### config.mk
export PLATFORM = sky130hd
export DESIGN_NAME = multicycle_datapath
export DESIGN_NICKNAME = d
export VERILOG_FILES = /design/src/rtl/dp_pkg.sv /design/src/rtl/multicycle_datapath_alu.sv /design/src/rtl/multicycle_datapath.sv
export SDC_FILE = /design/constraint.sdc
export NUM_CORES = 2
export LEC_CHECK = 0
export CAP_MARGIN = 20
export CORE_UTILIZATION = 45
export CTS_BUF_LIST = sky130_fd_sc_hd__clkbuf_16
export CTS_CLUSTER_SIZE = 8
export DETAILED_ROUTE_END_ITERATION = 10
export HOLD_SLACK_MARGIN = 0.1
export PLACE_DENSITY_LB_ADDON = 0.05
export SLEW_MARGIN = 20
export SYNTH_ARGS = -nofsm -noshare
export SYNTH_HDL_FRONTEND = slang
export SYNTH_SLANG_ARGS = --single-unit
### constraint.sdc
create_clock -name clk -period 17.8 [get_ports clk]
set_clock_uncertainty 0.1 [all_clocks]
set_input_delay 4.45 -clock clk [delete_from_list [all_inputs] [get_ports clk]]
set_output_delay 4.45 -clock clk [all_outputs]
set_load 0.02 [all_outputs]
### src/rtl/dp_pkg.sv
// Shared definitions for the multicycle ARM-subset datapath: instruction
// phases, ALU operation codes, immediate formats and NZCV flag positions.
package dp_pkg;

   typedef enum logic [2:0] {
      FETCH     = 3'd0,
      DECODE    = 3'd1,
      EXECUTE   = 3'd2,
      MEM       = 3'd3,
      WRITEBACK = 3'd4,
      ERROR     = 3'd5
   } phase_t;

   localparam logic [2:0] ALU_ADD = 3'b000;
   localparam logic [2:0] ALU_SUB = 3'b001;
   localparam logic [2:0] ALU_AND = 3'b010;
   localparam logic [2:0] ALU_ORR = 3'b011;
   localparam logic [2:0] ALU_EOR = 3'b100;
   localparam logic [2:0] ALU_MOV = 3'b101;
   localparam logic [2:0] ALU_CMP = 3'b110;
   localparam logic [2:0] ALU_RSV = 3'b111;

   localparam logic [1:0] IMM_8    = 2'b00;
   localparam logic [1:0] IMM_12   = 2'b01;
   localparam logic [1:0] IMM_BR   = 2'b10;
   localparam logic [1:0] IMM_ZERO = 2'b11;

   localparam int FLAG_N = 3;
   localparam int FLAG_Z = 2;
   localparam int FLAG_C = 1;
   localparam int FLAG_V = 0;

   localparam logic [3:0] R15 = 4'd15;

endpackage

### src/rtl/multicycle_datapath_alu.sv
// mc_alu: combinational DATA_W-wide ALU producing a result and NZCV flags.
// Carry follows the ARM convention: for subtraction C=1 means no borrow.
module mc_alu
   import dp_pkg::*;
#(
   parameter int DATA_W = 32
) (
   input  logic [DATA_W-1:0] a,
   input  logic [DATA_W-1:0] b,
   input  logic [2:0]        op,
   output logic [DATA_W-1:0] result,
   output logic [3:0]        flags
);

   localparam int MSB = DATA_W - 1;

   logic [DATA_W:0] sum;
   logic [DATA_W:0] diff;
   logic            carry;
   logic            overflow;

   assign sum  = {1'b0, a} + {1'b0, b};
   assign diff = {1'b0, a} + {1'b0, ~b} + {{DATA_W{1'b0}}, 1'b1};

   // Select the operation result; C and V only carry meaning for add/subtract
   always_comb begin
      result   = '0;
      carry    = 1'b0;
      overflow = 1'b0;
      case (op)
         ALU_ADD: begin
            result   = sum[DATA_W-1:0];
            carry    = sum[DATA_W];
            overflow = (a[MSB] == b[MSB]) && (sum[MSB] != a[MSB]);
         end
         ALU_SUB, ALU_CMP: begin
            result   = diff[DATA_W-1:0];
            carry    = diff[DATA_W];
            overflow = (a[MSB] != b[MSB]) && (diff[MSB] != a[MSB]);
         end
         ALU_AND: result = a & b;
         ALU_ORR: result = a | b;
         ALU_EOR: result = a ^ b;
         ALU_MOV: result = b;
         default: result = '0;
      endcase
   end

   // Pack the NZCV nibble from the selected result
   always_comb begin
      flags         = '0;
      flags[FLAG_N] = result[MSB];
      flags[FLAG_Z] = (result == '0);
      flags[FLAG_C] = carry;
      flags[FLAG_V] = overflow;
   end

endmodule

### src/rtl/multicycle_datapath.sv
// multicycle_datapath: ARM-subset datapath sequenced through FETCH, DECODE,
// EXECUTE, MEM and WRITEBACK over one shared valid/ready memory port.
// Optional feature macro: MEM_TIMEOUT_EN (memory wait watchdog -> ERROR).
module multicycle_datapath
   import dp_pkg::*;
#(
   parameter int              DATA_W      = 32,
   parameter int              PC_W        = 16,
   parameter logic [PC_W-1:0] PC_RESET    = '0,
   parameter int              TIMEOUT_CYC = 64
) (
   input  logic              clk,
   input  logic              rst,
   input  logic              MemtoReg,
   input  logic              ALUSrc,
   input  logic              MemWrite,
   input  logic              RegWrite,
   input  logic              PCSrc,
   input  logic [1:0]        ImmSrc,
   input  logic [1:0]        RegSrc,
   input  logic [2:0]        ALUControl,
   input  logic              MemReady,
   input  logic [DATA_W-1:0] ReadData,
   output logic              MemReq,
   output logic [PC_W-1:0]   MemAddr,
   output logic              MemWE,
   output logic [DATA_W-1:0] WriteData,
   output logic [31:0]       Instr,
   output logic [3:0]        ALUFlags,
   output logic [PC_W-1:0]   PC,
   output logic              InstrDone,
   output logic              Error
);

   phase_t            state;
   logic [DATA_W-1:0] regs [16];
   logic [DATA_W-1:0] a_reg;
   logic [DATA_W-1:0] b_reg;
   logic [DATA_W-1:0] alu_out;
   logic [DATA_W-1:0] data_reg;

   logic [3:0]        ra1;
   logic [3:0]        ra2;
   logic [3:0]        rd;
   logic [PC_W-1:0]   pc_plus4;
   logic [DATA_W-1:0] r15_val;
   logic [DATA_W-1:0] rd1;
   logic [DATA_W-1:0] rd2;
   logic [DATA_W-1:0] ext_imm;
   logic [DATA_W-1:0] src_b;
   logic [DATA_W-1:0] alu_result;
   logic [3:0]        alu_flags;
   logic [DATA_W-1:0] result;
   logic [PC_W-1:0]   branch_pc;

   // Register read: R15 is not stored, it reads as the already-incremented
   // PC plus 4, i.e. the current instruction address plus 8
   assign ra1      = RegSrc[0] ? R15 : Instr[19:16];
   assign ra2      = RegSrc[1] ? Instr[15:12] : Instr[3:0];
   assign rd       = Instr[15:12];
   assign pc_plus4 = PC + PC_W'(4);
   assign r15_val  = DATA_W'(pc_plus4);
   assign rd1      = (ra1 == R15) ? r15_val : regs[ra1];
   assign rd2      = (ra2 == R15) ? r15_val : regs[ra2];

   // Immediate extension; the branch form is a signed word offset
   always_comb begin
      ext_imm = '0;
      case (ImmSrc)
         IMM_8:   ext_imm = DATA_W'(Instr[7:0]);
         IMM_12:  ext_imm = DATA_W'(Instr[11:0]);
         IMM_BR:  ext_imm = DATA_W'($signed(Instr[23:0])) << 2;
         default: ext_imm = '0;
      endcase
   end

   assign src_b = ALUSrc ? ext_imm : b_reg;

   mc_alu #(
      .DATA_W (DATA_W)
   ) u_alu (
      .a      (a_reg),
      .b      (src_b),
      .op     (ALUControl),
      .result (alu_result),
      .flags  (alu_flags)
   );

   assign result    = MemtoReg ? data_reg : alu_out;
   assign branch_pc = {result[PC_W-1:2], 2'b00};

   // Memory port and retire pulse decode straight from the phase register,
   // so they change only on clock edges and an address never moves mid-wait
   assign MemReq    = (state == FETCH) || (state == MEM);
   assign MemAddr   = (state == MEM) ? alu_out[PC_W-1:0] : PC;
   assign MemWE     = (state == MEM) && MemWrite;
   assign WriteData = b_reg;
   assign InstrDone = (state == WRITEBACK);

`ifdef MEM_TIMEOUT_EN
   localparam int CNT_W = $clog2(TIMEOUT_CYC + 1);

   logic [CNT_W-1:0] wait_cnt;
   logic             err_reg;
   logic             timed_out;

   assign timed_out = (wait_cnt == CNT_W'(TIMEOUT_CYC - 1));
   assign Error     = err_reg;
`else
   assign Error = 1'b0;
`endif

   // Phase FSM with all architectural state; reset abandons any request
   always_ff @(posedge clk) begin
      if (rst) begin
         state    <= FETCH;
         PC       <= PC_RESET;
         Instr    <= '0;
         a_reg    <= '0;
         b_reg    <= '0;
         alu_out  <= '0;
         data_reg <= '0;
         ALUFlags <= '0;
         for (int i = 0; i < 16; i++) begin
            regs[i] <= '0;
         end
`ifdef MEM_TIMEOUT_EN
         wait_cnt <= '0;
         err_reg  <= 1'b0;
`endif
      end else begin
         case (state)
            FETCH: begin
               if (MemReady) begin
                  Instr <= ReadData[31:0];
                  PC    <= pc_plus4;
                  state <= DECODE;
               end
`ifdef MEM_TIMEOUT_EN
               else if (timed_out) begin
                  state   <= ERROR;
                  err_reg <= 1'b1;
               end else begin
                  wait_cnt <= wait_cnt + 1'b1;
               end
`endif
            end
            DECODE: begin
               a_reg <= rd1;
               b_reg <= rd2;
               state <= EXECUTE;
            end
            EXECUTE: begin
               alu_out  <= alu_result;
               ALUFlags <= alu_flags;
               if (MemWrite || MemtoReg) begin
                  state <= MEM;
`ifdef MEM_TIMEOUT_EN
                  wait_cnt <= '0;
`endif
               end else begin
                  state <= WRITEBACK;
               end
            end
            MEM: begin
               if (MemReady) begin
                  if (MemtoReg) begin
                     data_reg <= ReadData;
                  end
                  state <= WRITEBACK;
               end
`ifdef MEM_TIMEOUT_EN
               else if (timed_out) begin
                  state   <= ERROR;
                  err_reg <= 1'b1;
               end else begin
                  wait_cnt <= wait_cnt + 1'b1;
               end
`endif
            end
            WRITEBACK: begin
               if (RegWrite && (rd != R15)) begin
                  regs[rd] <= result;
               end
               if (PCSrc) begin
                  PC <= branch_pc;
               end
               state <= FETCH;
`ifdef MEM_TIMEOUT_EN
               wait_cnt <= '0;
`endif
            end
            ERROR: begin
               state <= ERROR;
            end
            default: begin
               state <= FETCH;
            end
         endcase
      end
   end

endmodule

Word-level counts from Yosys, hierarchy flattened
Memories as Yosys holds them, arrays and structs flattened. Index checks and enable logic that the tools add are counted.

Bits in registers: 183. Latch bits: 0. Memory bits (writable): 512. Memory bits (read-only): 0. Bits of input ports: 47. Output and inout bits: 104. Word-level logic and storage cells: 84. Memories kept: 1.

Add/sub/neg operators: 4. Multipliers: 0. Div/mod/pow operators: 0. Order comparisons: 0. Equal/unequal tests: 23. Shifts and indexed selects: 0. Muxes and demuxes: 27. Bitwise logic cells: 4. Reduce and logical (&&, ||, !) cells: 17.

Memories: regs (words 16, width 32, rd ports 2, clocked after memory_dff 0, write ports 16, line multicycle_datapath.sv:36) `logic [DATA_W-1:0] regs [16];`.

Operator list (number): case mux 32 bit (6 select lines) (1); two-way mux 32 bit (5); case mux 32 bit (3 select lines) (1); adder 32 x 32 -> 33 bit (2); two-way mux 16 bit (3); adder 33 x 1 -> 33 bit, second input constant (1); bitwise AND 32 bit (1); zero test 32 bit (1); inverter 32 bit (1); OR 32 bit (1); case mux 16 bit (2 select lines) (1); OR reduction 32 bit (1); XOR 32 bit (1); adder 16 x 3 -> 16 bit, second input constant (1); equality test 3 bit, second input constant (5); case mux 3 bit (5 select lines) (1); equality test 3 x 2 -> 1 bit, second input constant (4); two-way mux 4 bit (3); two-way mux 3 bit (3); equality test 4 bit, second input constant (2); two-way mux 1 bit (7); equality test 3 x 1 -> 1 bit, second input constant (2); zero test 3 bit (2); inequality test 2 bit, second input constant (3); 13 further kinds (22).

Logic depth before layout (Yosys ltp)
Depth after elaboration: 9. Gate-level depth with buffers: 20. Gate-level depth less buffers: 17.

Modules after synthesis
A second synthesis with hierarchy kept.

Cells, all modules: 4732. Area, all modules: 41900.2 um2.

Modules (own cells, without submodules): multicycle_datapath (instances 1, cells each 3784, area an instance 35652.9 um2, seq. area each 18547.8 um2); mc_alu (instances 1, cells each 948, area an instance 6247.2 um2, seq. area each 0.0 um2).

Worst setup path before layout
Ideal clock, no wire load.

Path type: input to output. From: input MemWrite. To: output MemWE. Arrival: 4.660 ns. Data required time: 13.250 ns. Setup slack: 8.590 ns. Stages: 1. Buffers on the path: 0. Path through: and2_1.

Longest elaborated chain between the ends: 1.

Ends and longest elaborated chain: from (decl) (line multicycle_datapath.sv:16) `input logic MemWrite,`; logical AND 1 bit (line multicycle_datapath.sv:96) `assign MemWE = (state == MEM) && MemWrite;`; to (decl) (line multicycle_datapath.sv:26) `output logic MemWE,`.

No other way between the ends.

Worst setup path in the final report
From: input ALUSrc. To: register ALUFlags[2].

Longest elaborated chain between the ends: 6.

Ends and longest elaborated chain: from (decl) (line multicycle_datapath.sv:15) `input logic ALUSrc,`; two-way mux 32 bit * (line multicycle_datapath.sv:77) `assign src_b = ALUSrc ? ext_imm : b_reg;`; inverter 32 bit (line multicycle_datapath_alu.sv:23) `assign diff = {1'b0, a} + {1'b0, ~b} + {{DATA_W{1'b0}}, 1'b1};`; adder 32 x 32 -> 33 bit (line multicycle_datapath_alu.sv:23); adder 33 x 1 -> 33 bit (line multicycle_datapath_alu.sv:23); case mux 32 bit (6 select lines) * (line multicycle_datapath_alu.sv:30) `case (op)`; zero test 32 bit * (line multicycle_datapath_alu.sv:53) `flags[FLAG_Z] = (result == '0);`; to (signal assigned) (line multicycle_datapath.sv:155) `ALUFlags <= alu_flags;`; to (decl) (line multicycle_datapath.sv:29) `output logic [3:0] ALUFlags,`.

Mark *: on every way between the ends. The rest lies on a longest branch, timed or not. A chain may end at the register's enable or synchronous reset.

==> impl_metrics.py <==
metrics = {
    "run_status": {
        "status": "finished, final reports clean",
    },
    "placement": {
        "post-dp-hpwl_mm": 98.35,
        "place.port_buffers": 147,
        "place_ws_ns": 6.842,
        "dpl_cell_area_mm2": 0.04132,
        "place_congestion": 0.9640,
    },
    "routing": {
        "route.met3.wl_mm": 14.31,
        "dr_wl_met2_mm": 69.03,
        "routed.top_layer": "met4",
        "routedWlPerCell_um": 29.31,
        "routed_wl_mm": 153.7,
        "avgViaCountPerCell": 6.381,
        "drcViolationCount": 0,
        "first_pass_iters": 6,
        "vias": 33447,
        "wl_met1_mm": 65.53,
        "ant_nets": 0,
        "drtIter0Drc": 4185,
    },
    "clock_network": {
        "cts.clk_slew.worst_paths_ns": 0.05,
        "cts_made_buffers": 94,
        "clk-insertion-delay-late_ns": 0.66,
        "clockRootBuffer": "clkbuf_16",
        "cts_buffer_depth": 3,
        "cts_tree": "built",
        "post_cts_buffers": 0,
        "postCtsHoldBufs": 0,
        "cts.sinks": 666,
        "cts_resized": 0,
        "htreeDepth": 3,
    },
    "power_and_ir_drop": {
        "ir_worst_vdd_mv": 0.07180,
        "swShare": 0.3048,
        "clkPwrFrac": 0.389,
        "seqPwrFrac": 0.422,
        "p_int_mw": 2.949,
        "combPwrFrac": 0.189,
        "cellPowerDensity_mw_per_mm2": 96.50,
        "leakagePower_nw": 15.24,
        "p_sw_mw": 1.293,
    },
    "global_route": {
        "grt_max_degree": 109,
        "grt_usage": 0.3441,
        "grt_pass1_vias": 30937,
        "grt-ovfl-total": 0,
        "grt_pass1_wl_mm": 218.7,
        "antenna_found_initial": 3,
    },
    "floorplan": {
        "die_h_um": 295.3,
        "core_mm2": 0.08515,
        "top_level_ports": 151,
        "dieArea_mm2": 0.08719,
        "rows": 107,
        "initial_core_util": 0.4546,
        "die_w_um": 295.3,
    },
    "setup_path": {
        "cp.arrival_ns": 10.94,
        "slowest_stage": "a2111oi_0",
        "crit_type": "in -> reg",
        "path_delay_family": "compound AO/OA/AOI/OAI gates",
        "cpPeakStageDelay_ns": 0.90,
        "cp-start-kind": "primary input",
        "cp_cell_sequence": "clkdlybuf4s50_1 > buf_4 > clkinv_1 > a221oi_1 > nor2_1 > inv_1 > ha_1 > or4_1 > or3_1 > a21oi_2 > o211ai_1 > o311ai_1 > o311ai_1 > a2bb2oi_1 > a2111oi_0 > nand4_1 > or4_1 > nor4_1 > a41o_1",
        "cp_max_fo": 30,
        "cp.required_ns": 18.30,
        "end_kind": "flip-flop",
        "path_depth": 19,
        "rr_worst_depth": 15,
        "critPathBufInv": 4,
    },
    "timing": {
        "tns_ns": 0,
        "setup_viol_count_final": 0,
        "tightest_slew_ns": 1.162,
        "layout_setup_ws_ns": 7.367,
        "whs_ns": 0.3518,
        "hold_violations": 0,
        "period_needed_ns": 10.43,
        "max_freq_mhz": 95.85,
        "slew_viol_final": 0,
        "rsz0062_at_grt": "no",
        "relSlewSlack": 0.2054,
        "finalCritPeriodShare": 0.5861,
    },
    "cells_and_area": {
        "fin_area_mm2": 0.04397,
        "fillerInstances": 7856,
        "syn2layout_area_growth_pct": 13.59,
        "nNetsFinal": 4211,
        "top_register": "regs",
        "drive_gt1_frac": 0.1055,
        "utilization": 0.5164,
        "largest_reg_flops": 486,
    },
    "yosys": {
        "synth-main-ff-cell": "edfxtp_1",
        "ys_seq_area_frac": 0.4701,
        "synth.distinct_cells": 93,
        "async_flop_share": 0,
        "synthesis.area_mm2": 0.03871,
        "yosys_warnings": 0,
        "synth.ff_latch_count": 666,
        "synth-edff-count": 486,
        "syn_inst": 4056,
        "synth.avg_cell_area_um2": 9.543,
    },
    "worst_hold_path": {
        "min_path_cells": 2,
        "hold_class": "reg -> reg",
    },
    "run": {
        "maxCapViolCount": 0,
    },
}
## kinds of logic (layout without fill, tap and decap cells)
kind of cell | count (synthesis) | in the layout | synth area share
and+or+nand+nor | 1462 | 1462 | 0.1587
buffers and inverters | 464 | 496 | 0.04632
adders and majority gates | 100 | 100 | 0.03271
DFF | 666 | 666 | 0.4701
muxes | 352 | 352 | 0.1211
AOI/OAI and AO/OA | 995 | 995 | 0.1671
xor gates and xnor gates | 16 | 16 | 0.003815
other | 1 | 11 | 0.00009688
## per-layer routing
layer	track usage	vias to the layer above
li1	-	14836
met1	0.4945	16576
met2	0.5270	1774
met3	0.05360	261
met4	0.1178	0
met5	0	-
## stage by stage
| stage | std cells | power, mW |
|---|---|---|
| after floorplan | 4064 | 2.284 |
| after CTS | 5239 | 4.234 |
| after detailed placement | 5111 | 2.598 |
| after global placement | 5109 | 2.598 |
| after global routing | 5241 | 4.359 |
| final | 5242 | 4.243 |
## cell usage after synthesis, types with 52 or more instances
cell type / number / area [um2]
a211oi_1: 67 / 503.0
nand2_1: 416 / 1562
o211ai_1: 57 / 427.9
mux2_2: 61 / 686.9
edfxtp_1: 486 / 14590
inv_1: 104 / 390.4
a21oi_1: 303 / 1516
o221ai_1: 52 / 455.4
ha_1: 98 / 1226
nand3_1: 83 / 415.4
nor2_1: 733 / 2751
o21ai_0: 188 / 940.9
dfxtp_1: 180 / 3603
nor3_1: 76 / 380.4
mux2i_1: 204 / 2042
mux4_2: 87 / 1959
clkbuf_1: 296 / 1111
## worst min-delay path, delay by kind of cell, from the launching register on
kind | cells | cell delay (ns)
flops | 1 | 0.30
compound gates | 1 | 0.05
simple gates | 1 | 0.05
## power groups by stage
stage / combinational (mW) / sequential, mW / clock, mW
detailed placement: 0.781 / 1.82 / 0
finish: 0.803 / 1.79 / 1.65
floorplan: 0.487 / 1.80 / 0
CTS: 0.784 / 1.79 / 1.66
global route: 0.845 / 1.79 / 1.72
global placement: 0.782 / 1.82 / 0
## final timing paths
check,start,endpoint,slack [ns]
worst max-delay path,ALUSrc,ALUFlags[2]$_SDFFE_PP0N_,7.37
worst min-delay path,data_reg[28]$_SDFFE_PP0P_,data_reg[28]$_SDFFE_PP0P_,0.35
worst max register to register,Instr[1]$_SDFFE_PP0P_,ALUFlags[2]$_SDFFE_PP0N_,11.67
worst min register to register,data_reg[28]$_SDFFE_PP0P_,data_reg[28]$_SDFFE_PP0P_,0.35
## cell type report
cell class	instances	area, um2	share of cell area
diodes	2	5.005	0.0001138
clock buffers	95	2377	0.05407
clock inverters	33	220.2	0.005009
inverters	107	401.6	0.009135
multi-input cells	2934	18920	0.4304
flip-flops and latches	666	18210	0.4141
well taps	1144	1431	0.03256
repair buffers	261	2399	0.05455
## placed cells by master (no fill, tap or decap), types with 61 or more instances in the layout
cell type        netlist  layout
nor2_1               733     728
edfxtp_1             486     486
nand2_1              416     401
a21oi_1              303     303
mux2i_1              204     200
o21ai_0              188     188
dfxtp_1              180     176
clkdlybuf4s50_1        0     144
inv_1                104     127
buf_4                  5     110
ha_1                  98      98
clkbuf_16              0      95
mux4_2                87      87
nand3_1               83      80
nor3_1                76      73
a211oi_1              67      67
mux2_2                61      61
(Power assumes the default switching activity.)
